$ cat src/rtl/rtype_encoder_if.sv
// Request/response bundle for rtype_encoder: encode requests in, instruction words out.
// master = request source and word consumer, slave = the encoder.
interface rtype_encoder_if #(
  parameter int DEPTH = 4
);
  logic                     in_valid;
  logic                     in_ready;
  logic [9:0]               op_en;
  logic [4:0]               rs1;
  logic [4:0]               rs2;
  logic [4:0]               rd;
  logic                     out_valid;
  logic                     out_ready;
  logic [31:0]              instruction;
  logic                     illegal;
  logic [$clog2(DEPTH):0]   count;

  modport master (
    output in_valid, op_en, rs1, rs2, rd, out_ready,
    input  in_ready, out_valid, instruction, illegal, count
  );

  modport slave (
    input  in_valid, op_en, rs1, rs2, rd, out_ready,
    output in_ready, out_valid, instruction, illegal, count
  );
endinterface

$ cat src/rtl/rtype_encoder.sv
// Encodes one-hot RV32I R-type op selects into 32-bit words and queues them in a
// DEPTH-entry FIFO; non-one-hot requests are consumed but dropped and flagged.
module rtype_encoder #(
  parameter int DEPTH = 4
) (
  input  logic           clock,
  input  logic           reset,
  rtype_encoder_if.slave bus
);
  localparam int AW = $clog2(DEPTH);
  localparam int CW = AW + 1;
  localparam logic [6:0] OPCODE_OP = 7'b0110011;

  logic [31:0]   mem_q [DEPTH];
  logic [AW-1:0] wr_ptr_q, wr_ptr_d;
  logic [AW-1:0] rd_ptr_q, rd_ptr_d;
  logic [CW-1:0] count_q, count_d;
  logic          illegal_q, illegal_d;

  logic          legal;
  logic          accept;
  logic          push;
  logic          pop;
  logic [2:0]    funct3;
  logic [6:0]    funct7;
  logic [31:0]   word;

  // The case only matches exactly-one-bit patterns, so it doubles as the one-hot check.
  always_comb begin
    // NOTE: every always_comb output gets a default first, so no path can infer a latch.
    funct3 = 3'b000;
    funct7 = 7'b0000000;
    legal  = 1'b1;
    case (bus.op_en)
      10'b00_0000_0001: funct3 = 3'b000;                              // add
      10'b00_0000_0010: begin funct3 = 3'b000; funct7 = 7'b0100000; end // sub
      10'b00_0000_0100: funct3 = 3'b111;                              // and
      10'b00_0000_1000: funct3 = 3'b110;                              // or
      10'b00_0001_0000: funct3 = 3'b001;                              // sll
      10'b00_0010_0000: funct3 = 3'b010;                              // slt
      10'b00_0100_0000: funct3 = 3'b011;                              // sltu
      10'b00_1000_0000: funct3 = 3'b100;                              // xor
      10'b01_0000_0000: funct3 = 3'b101;                              // srl
      10'b10_0000_0000: begin funct3 = 3'b101; funct7 = 7'b0100000; end // sra
      default:          legal  = 1'b0;
    endcase
    word = {funct7, bus.rs2, bus.rs1, funct3, bus.rd, OPCODE_OP};
  end

  // Status comes from registered occupancy only; no in_valid/out_ready feedthrough.
  assign bus.in_ready    = (count_q != CW'(DEPTH));
  assign bus.out_valid   = (count_q != '0);
  assign bus.instruction = bus.out_valid ? mem_q[rd_ptr_q] : 32'h0;
  assign bus.illegal     = illegal_q;
  assign bus.count       = count_q;

  always_comb begin
    accept    = bus.in_valid && bus.in_ready;
    push      = accept && legal;
    pop       = bus.out_valid && bus.out_ready;
    wr_ptr_d  = push ? wr_ptr_q + AW'(1) : wr_ptr_q;
    rd_ptr_d  = pop  ? rd_ptr_q + AW'(1) : rd_ptr_q;
    count_d   = count_q;
    case ({push, pop})
      2'b10:   count_d = count_q + CW'(1);
      2'b01:   count_d = count_q - CW'(1);
      default: count_d = count_q;
    endcase
    illegal_d = accept && !legal;
  end

  always_ff @(posedge clock) begin
    // NOTE: sequential state uses non-blocking assignments so every flop samples pre-edge values.
    if (reset) begin
      wr_ptr_q  <= '0;
      rd_ptr_q  <= '0;
      count_q   <= '0;
      illegal_q <= 1'b0;
    end else begin
      wr_ptr_q  <= wr_ptr_d;
      rd_ptr_q  <= rd_ptr_d;
      count_q   <= count_d;
      illegal_q <= illegal_d;
    end
  end

  always_ff @(posedge clock) begin
    // NOTE: the storage array is not reset; count_q alone decides which entries are meaningful.
    if (push) mem_q[wr_ptr_q] <= word;
  end
endmodule

$ cat src/flat_wrapper.sv
// flat-port wrapper written by rule: the top's interface ports become plain ports
module rtype_encoder_flat 
#(
  parameter int DEPTH = 4
)
  (clock, reset, bus_in_valid, bus_op_en, bus_rs1, bus_rs2, bus_rd, bus_out_ready, bus_in_ready, bus_out_valid, bus_instruction, bus_illegal, bus_count);
  rtype_encoder_if #(.DEPTH(DEPTH)) bus_i ();
  input  logic clock;
  input  logic reset;
  input wire logic [$bits(bus_i.in_valid)-1:0] bus_in_valid;
  input wire logic [$bits(bus_i.op_en)-1:0] bus_op_en;
  input wire logic [$bits(bus_i.rs1)-1:0] bus_rs1;
  input wire logic [$bits(bus_i.rs2)-1:0] bus_rs2;
  input wire logic [$bits(bus_i.rd)-1:0] bus_rd;
  input wire logic [$bits(bus_i.out_ready)-1:0] bus_out_ready;
  output wire logic [$bits(bus_i.in_ready)-1:0] bus_in_ready;
  output wire logic [$bits(bus_i.out_valid)-1:0] bus_out_valid;
  output wire logic [$bits(bus_i.instruction)-1:0] bus_instruction;
  output wire logic [$bits(bus_i.illegal)-1:0] bus_illegal;
  output wire logic [$bits(bus_i.count)-1:0] bus_count;
  assign bus_i.in_valid = bus_in_valid;
  assign bus_i.op_en = bus_op_en;
  assign bus_i.rs1 = bus_rs1;
  assign bus_i.rs2 = bus_rs2;
  assign bus_i.rd = bus_rd;
  assign bus_i.out_ready = bus_out_ready;
  assign bus_in_ready = bus_i.in_ready;
  assign bus_out_valid = bus_i.out_valid;
  assign bus_instruction = bus_i.instruction;
  assign bus_illegal = bus_i.illegal;
  assign bus_count = bus_i.count;
  rtype_encoder #(.DEPTH(DEPTH)) u_core (.clock(clock), .reset(reset), .bus(bus_i));
endmodule
$ cat config.mk
export PLATFORM = sky130hd
export DESIGN_NAME = rtype_encoder_flat
export DESIGN_NICKNAME = d
export VERILOG_FILES = /design/src/rtl/rtype_encoder_if.sv /design/src/rtl/rtype_encoder.sv /design/src/flat_wrapper.sv
export SDC_FILE = /design/constraint.sdc
export NUM_CORES = 1
export LEC_CHECK = 0
export CAP_MARGIN = 20
export CORE_AREA = 2 2 90 92
export CTS_CLUSTER_DIAMETER = 30
export CTS_CLUSTER_SIZE = 10
export DETAILED_ROUTE_END_ITERATION = 10
export DIE_AREA = 0 0 92 94
export PLACE_DENSITY = 0.76
export SLEW_MARGIN = 5
export SYNTH_ARGS = -nofsm -noshare
export SYNTH_HDL_FRONTEND = slang
export SYNTH_SLANG_ARGS = --single-unit
$ cat constraint.sdc
create_clock -name clock -period 4.7 [get_ports clock]
set_clock_uncertainty 0.05 [all_clocks]
set_input_delay 0.705 -clock clock [delete_from_list [all_inputs] [get_ports clock]]
set_output_delay 0.705 -clock clock [all_outputs]
set_load 0.01 [all_outputs]
# Word-level counts from Yosys, hierarchy flattened
# Memory sizes are Yosys's and may differ from the RTL's. A register that Yosys moved wholly into a read port is not among the register bits.
# Cells that the tools add are included.
dict set report op_classes {
  n_eq_ne 13
  n_mux 9
  add_sub_neg 4
  reduce_logical 10
}
# operator n
set ops {}
lappend ops {{two-way mux 32 bit} 1}
lappend ops {{case mux 3 bit (7 select lines)} 1}
lappend ops {{== test 10 x 1 -> 1 bit, second input constant} 1}
lappend ops {{== test 10 bit, second input constant} 1}
lappend ops {{== test 10 x 2 -> 1 bit, second input constant} 1}
lappend ops {{== test 10 x 3 -> 1 bit, second input constant} 1}
lappend ops {{== test 10 x 4 -> 1 bit, second input constant} 1}
lappend ops {{== test 10 x 5 -> 1 bit, second input constant} 1}
lappend ops {{== test 10 x 6 -> 1 bit, second input constant} 1}
lappend ops {{== test 10 x 7 -> 1 bit, second input constant} 1}
lappend ops {{== test 10 x 8 -> 1 bit, second input constant} 1}
lappend ops {{== test 10 x 9 -> 1 bit, second input constant} 1}
lappend ops {{OR reduction 10 bit} 1}
lappend ops {{two-way mux 6 bit} 1}
lappend ops {{case mux 3 bit (2 select lines)} 1}
lappend ops {{adder 2 x 1 -> 2 bit, second input constant} 2}
lappend ops {{logical AND 1 bit} 4}
lappend ops {{two-way mux 2 bit} 2}
lappend ops {{OR reduction 2 bit} 2}
lappend ops {{adder 3 x 1 -> 3 bit, second input constant} 1}
lappend ops {{two-way mux 1 bit} 3}
lappend ops {{!= test 3 bit, second input constant} 1}
lappend ops {{nonzero test 3 bit} 1}
lappend ops {{subtractor 3 x 1 -> 3 bit, second input constant} 1}
lappend ops {{other kinds (4)} 4}
dict set report totals {
  output_inout_bits 38
  ff_bits 8
  memories 1
  input_bits 29
  elab_cells 41
  ramBits 96
}
# memory words width rd rd_clocked_by_memory_dff write_ports line
set memory_table {}
lappend memory_table {u_core.mem_q 4 24 1 1 1 rtype_encoder.sv:14} ;# logic [31:0] mem_q [DEPTH];

# Depth between registers and ports, before layout
dict set report logic_depth {
  ltp_word 6
  ltp_mapped 12
  mapped_depth_nobuf 11
}

# Least setup slack after synthesis
# Ideal clock, no wire load.
dict set report synth_path {
  kind {input -> register}
  start {in bus_op_en[6]}
  end {reg u_core.count_q[2], in the netlist u_core.bus.count[2]}
  n_path_buf 1
  arrival_ns 2.852
  path_slack_ns 1.727
  t_required_ns 4.579
  cell_stages 12
  path_cell_list {buf_2 -> nor4b_1 -> a211oi_1 -> or4_4 -> a31oi_4 -> inv_1 -> ha_1 -> inv_1 -> fa_1 -> xor2_1 -> or3_1 -> a21oi_1}
}
dict set report synth_via {
  elab_chain_len 6
}
# element line
set synth_lines {}
lappend synth_lines {{start: declaration} flat_wrapper.sv:11} ;# input wire logic [$bits(bus_i.op_en)-1:0] bus_op_en;
lappend synth_lines {{== test 10 x 1 -> 1 bit, or another cell as far along} rtype_encoder.sv:34} ;# case (bus.op_en)
lappend synth_lines {{OR reduction 10 bit (no source line) (*)} n/a}
lappend synth_lines {{two-way mux 1 bit (*)} rtype_encoder.sv:34}
lappend synth_lines {{logical AND 1 bit (*)} rtype_encoder.sv:59} ;# push = accept && legal;
lappend synth_lines {{== test 2 x 1 -> 1 bit / == test 2 bit (equally long branches)} rtype_encoder.sv:64} ;# case ({push, pop})
lappend synth_lines {{case mux 3 bit (2 select lines) / nonzero test 2 bit (equally long branches)} n/a}
lappend synth_lines {{end signal: assignment} rtype_encoder.sv:82} ;# count_q <= count_d;
lappend synth_lines {{end: declaration} rtype_encoder.sv:17} ;# logic [CW-1:0] count_q, count_d;
# Every way passes the cells marked *; elsewhere a longest branch is shown, timed or not.
# A chain may end at the register's enable or synchronous reset.

# Worst setup path in the final report
dict set report layout_path {
  start {in bus_op_en[3]}
  end {reg u_core.count_q[2], in the netlist u_core.bus.count[2]}
}
# Same word-level chain as after synthesis.

==> summary.md <==
| Metric | Value |
|---|---|
| Status | completed |
| Overall Power | 1.33 mW |
| Max-slew headroom | 39.4% |
| Initial DRC Count | 125 |
| Initial core utilization | 49.5% |
| Max layer used | met4 |
| Count of cell types in the netlist | 43 |
| Setup Crit Path Kind | in2reg |
| Vias in the first global route | approximately 2100 |
| Clk_lat worst skew | 330 ps |
| Achievable clock frequency | approximately 300 MHz |
| Final ANT Viol Nets | 0 |
| CTS Root Cell | clkbuf_8 |
| Row count | 32 |
| Final Non-Filler Cells | 401 |
| XOR/XNOR share of the synthesized area | 2.09% |
| PnR worst setup slack | 1370 ps |
| Remaining Overflow, GRT | 0 |
| Final nets | 329 |
| Setup TNS | 0 ps |
| Syn avg cell area | ~16 µm² |
| PD cells | ~290 nW/µm² |
| Cell Area, Synth | 3760 µm² |
| Comb power frac | just over 5% |
| Antenna Cells | 0 |
| Post-CTS setup buffers | 0 |
| Clock Path Buffers | 2 |
| Crit path max-delay family | simple AND/OR/NAND/NOR gates |
| Initial antenna violation count | 0 |
| Register bit total from synthesis | 86 |
| GRT Resource Usage Total | 15.9% |
| Internal | 1.05 mW |
| RSZ-0062 raised after global routing | false |
| Seq/Total Area, Yosys | 65.9% |
| WP data required | 4920 ps |
| Maximum vdd drop | 114 µV |
| # Max-Cap Violations | 0 |
| Post-synth top area share | 60.6% |
| Largest net degree at the start of global routing | 26 |
| Buf+Inv Stages, Crit Path | 3 |
| Global-route wire length before repair | 10.3 mm |
| IO Port Bufs | 57 |
| Final worst path period share | 70.8% |
| Post-Synth Adder-Cell Area | 2.19% |
| Share of post-route cells with drive strength above 1 | 15.1% |
| Min cycle time layout | 3330 ps |
| CTS tree | yes |
| Vias | 2140 |
| Die H | about 94 µm |
| Simple-Gate Fraction of Synth Area | 10.4% |
| DR WL/cell | between 15 and 20 µm |
| Die W | roughly 92 µm |
| Crit path DAT | 3550 ps |
| Min-delay worst type | reg2reg |
| H-Tree Depth | 3 |
| Cts-stage hold buffer count | 0 |
| Largest area contributor in the netlist | edfxtp_1 |
| Top-level port count | 67 |
| CTS Buf Count | 9 |
| Worst-path fanout max | 6 |
| Setup WS pre-CTS | 1010 ps |
| Ys async rst share | 0% |
| Synth area leaders | edfxtp_1 (61%), mux4_2 (11%), dfxtp_1 (5.3%) |
| Crit path launch type | primary input |
| First-pass DRT Iterations | 4 |
| Final hold viol count | 0 |
| Yosys warnings | 0 |
| Crit end category | flip-flop |
| Switching pwr | 0.277 mW |
| Area Growth Syn to Fin | 20.9% |
| Die area | 8650 µm² |
| Final hold slack | 474 ps |
| Least-Margin Pin Slew | 908 ps |
| Sink Count | 86 |
| Post-synth EDFFs | 76 |
| Crit-path cells | clkdlybuf4s50_1, or4_1, nor4_1, a31oi_1, a31oi_4, inv_1, ha_1, inv_1, fa_1, xor2_1, or3_1, a21oi_1 |
| DRC violations left | 0 |
| Post-Synthesis Cells | roughly 240 |
| Switch share | 20.9% |
| Final WL | 6.50 mm |
| Resize count post-CTS | 0 |
| Cell Count Post-Placement | 385 |
| FILL cells | 586 |
| Compound-Gate Fraction of Synth Area | 3.39% |
| Routability cong. | 0.793 |
| Reg2reg setup slack | just over 2000 ps |
| Setup Viol. Count Final | 0 |
| Met1 wire length | 2.60 mm |
| Most used cell, CP | inv_1 |
| Clock transition at path regs | ~80 ps |
| Seq pwr share | 62.4% |
| Vias per cell | 5.34 |
| Slew Viols, Final | 0 |
| Static Leak | 1.49 nW |
| Met3 Wirelength | 262 µm |
| Largest family of logic cells by synthesized area | multiplexers |
| CORE AREA | 7610 µm² |
| Slowest CP cell | or4_1 |
| Prevailing post-synth register cell | edfxtp_1 |
| Metal2 WL | 3.56 mm |
| Hpwl dp | 4.46 mm |
| Clk pwr share | 32.5% |
| Multiplexer share of the synthesized area | 11.4% |
| CP max stage delay | 550 ps |
[sequential cells by signal, indices dropped and copies added, names as in the netlist, named ones only]
| name | count |
|---|---|
| u_core.bus.count | 3 |
| u_core.wr_ptr_q | 2 |
| u_core.rd_ptr_q | 2 |
| u_core.bus.illegal | 1 |
| u_core.mem_q | 76 |
[metal layers]
| metal | track usage (%) | up-vias |
|---|---|---|
| met2 | 29.7 | 57 |
| met5 | 0 | - |
| met3 | 2.73 | 4 |
| met1 | 18.2 | 1085 |
| li1 | - | 994 |
| met4 | 6.47 | 0 |
[path summary, 6_finish.rpt]
| check | start | to | cells past startpoint |
|---|---|---|---|
| hold reg to reg | u_core.rd_ptr_q[1]$_SDFFE_PP0P_ | u_core.rd_ptr_q[1]$_SDFFE_PP0P_ | 2 |
| setup / recovery | bus_op_en[3] | u_core.bus.count[2]$_SDFFE_PP0P_ | 12 |
| hold / removal | u_core.rd_ptr_q[1]$_SDFFE_PP0P_ | u_core.rd_ptr_q[1]$_SDFFE_PP0P_ | 2 |
| setup reg to reg | u_core.bus.count[0]$_SDFFE_PP0P_ | u_core.bus.count[2]$_SDFFE_PP0P_ | 8 |
[kinds of logic (layout without fill, tap and decap cells)]
kind of cell,Yosys count,count (layout)
flip-flops,86,86
AND/OR/NAND/NOR,67,67
buffers and inverters,29,85
multiplexers,19,19
AO/OA/AOI/OAI,18,18
XOR/XNOR,9,9
adder cells (fa/ha/maj),6,6
other,1,9
[worst min-delay path, delay by kind of cell, from the launching register on]
kind	cells	cell delay, ps
DFF	1	330
and+or+nand+nor	1	100
xor gates and xnor gates	1	60
[power by group through the flow]
stage / registers (mW) / logic, mW / clock network [mW]
finish: 0.829 / 0.0678 / 0.431
global route: 0.829 / 0.0735 / 0.474
CTS: 0.829 / 0.0678 / 0.442
detailed placement: 0.846 / 0.0675 / 0
global placement: 0.846 / 0.0661 / 0
floorplan: 0.847 / 0.0326 / 0
[through the flow]
step | utilization (%) | cell area (µm²)
6_report | 59.9 | 4550
5_1_grt | 59.9 | 4550
4_1_cts | 59.9 | 4550
3_5_place_dp | 57.7 | 4390
3_3_place_gp | 57.7 | 4390
2_1_floorplan | - | 3790
[Yosys cell counts, types with 2 or more instances]
cell type	count
clkbuf_1	4
nor4b_1	2
nand3_1	5
dfxtp_1	10
a21oi_1	2
ha_1	5
buf_2	3
xor2_1	6
o21ai_1	2
nand2_1	3
nor3_1	7
buf_4	13
or3_1	3
o21ai_0	5
xnor2_1	3
inv_1	6
nor2_1	10
and2_1	24
mux4_2	19
edfxtp_1	76
a22oi_1	3
nand4_1	2
nor4_1	2
[final cells by class]
type | instances | area [µm²] | share of cell area, %
clock buffers | 9 | 124 | 2.72
clock inverters | 7 | 41.3 | 0.907
inverters | 7 | 26.3 | 0.577
multi-input cells | 128 | 1140 | 25.1
flip-flops and latches | 86 | 2480 | 54.5
well taps | 102 | 128 | 2.80
repair buffers | 62 | 608 | 13.4
[cells in the final DEF (no fill, tap or decap), drive strengths merged, types with 2 or more instances in the layout]
| cell type | count |
|---|---|
| nor4b | 2 |
| a31oi | 2 |
| buf | 5 |
| or4 | 2 |
| a22oi | 3 |
| or3 | 3 |
| clkbuf | 9 |
| xnor2 | 3 |
| and2 | 24 |
| dfxtp | 10 |
| o21ai | 7 |
| conb | 9 |
| inv | 7 |
| nand3 | 5 |
| nor4 | 3 |
| edfxtp | 76 |
| ha | 5 |
| mux4 | 19 |
| a21oi | 2 |
| nand4 | 2 |
| clkinv | 7 |
| nor2 | 11 |
| clkdlybuf4s50 | 57 |
| nor3 | 7 |
| xor2 | 6 |
| nand2 | 3 |
(Power assumes the default switching activity.)
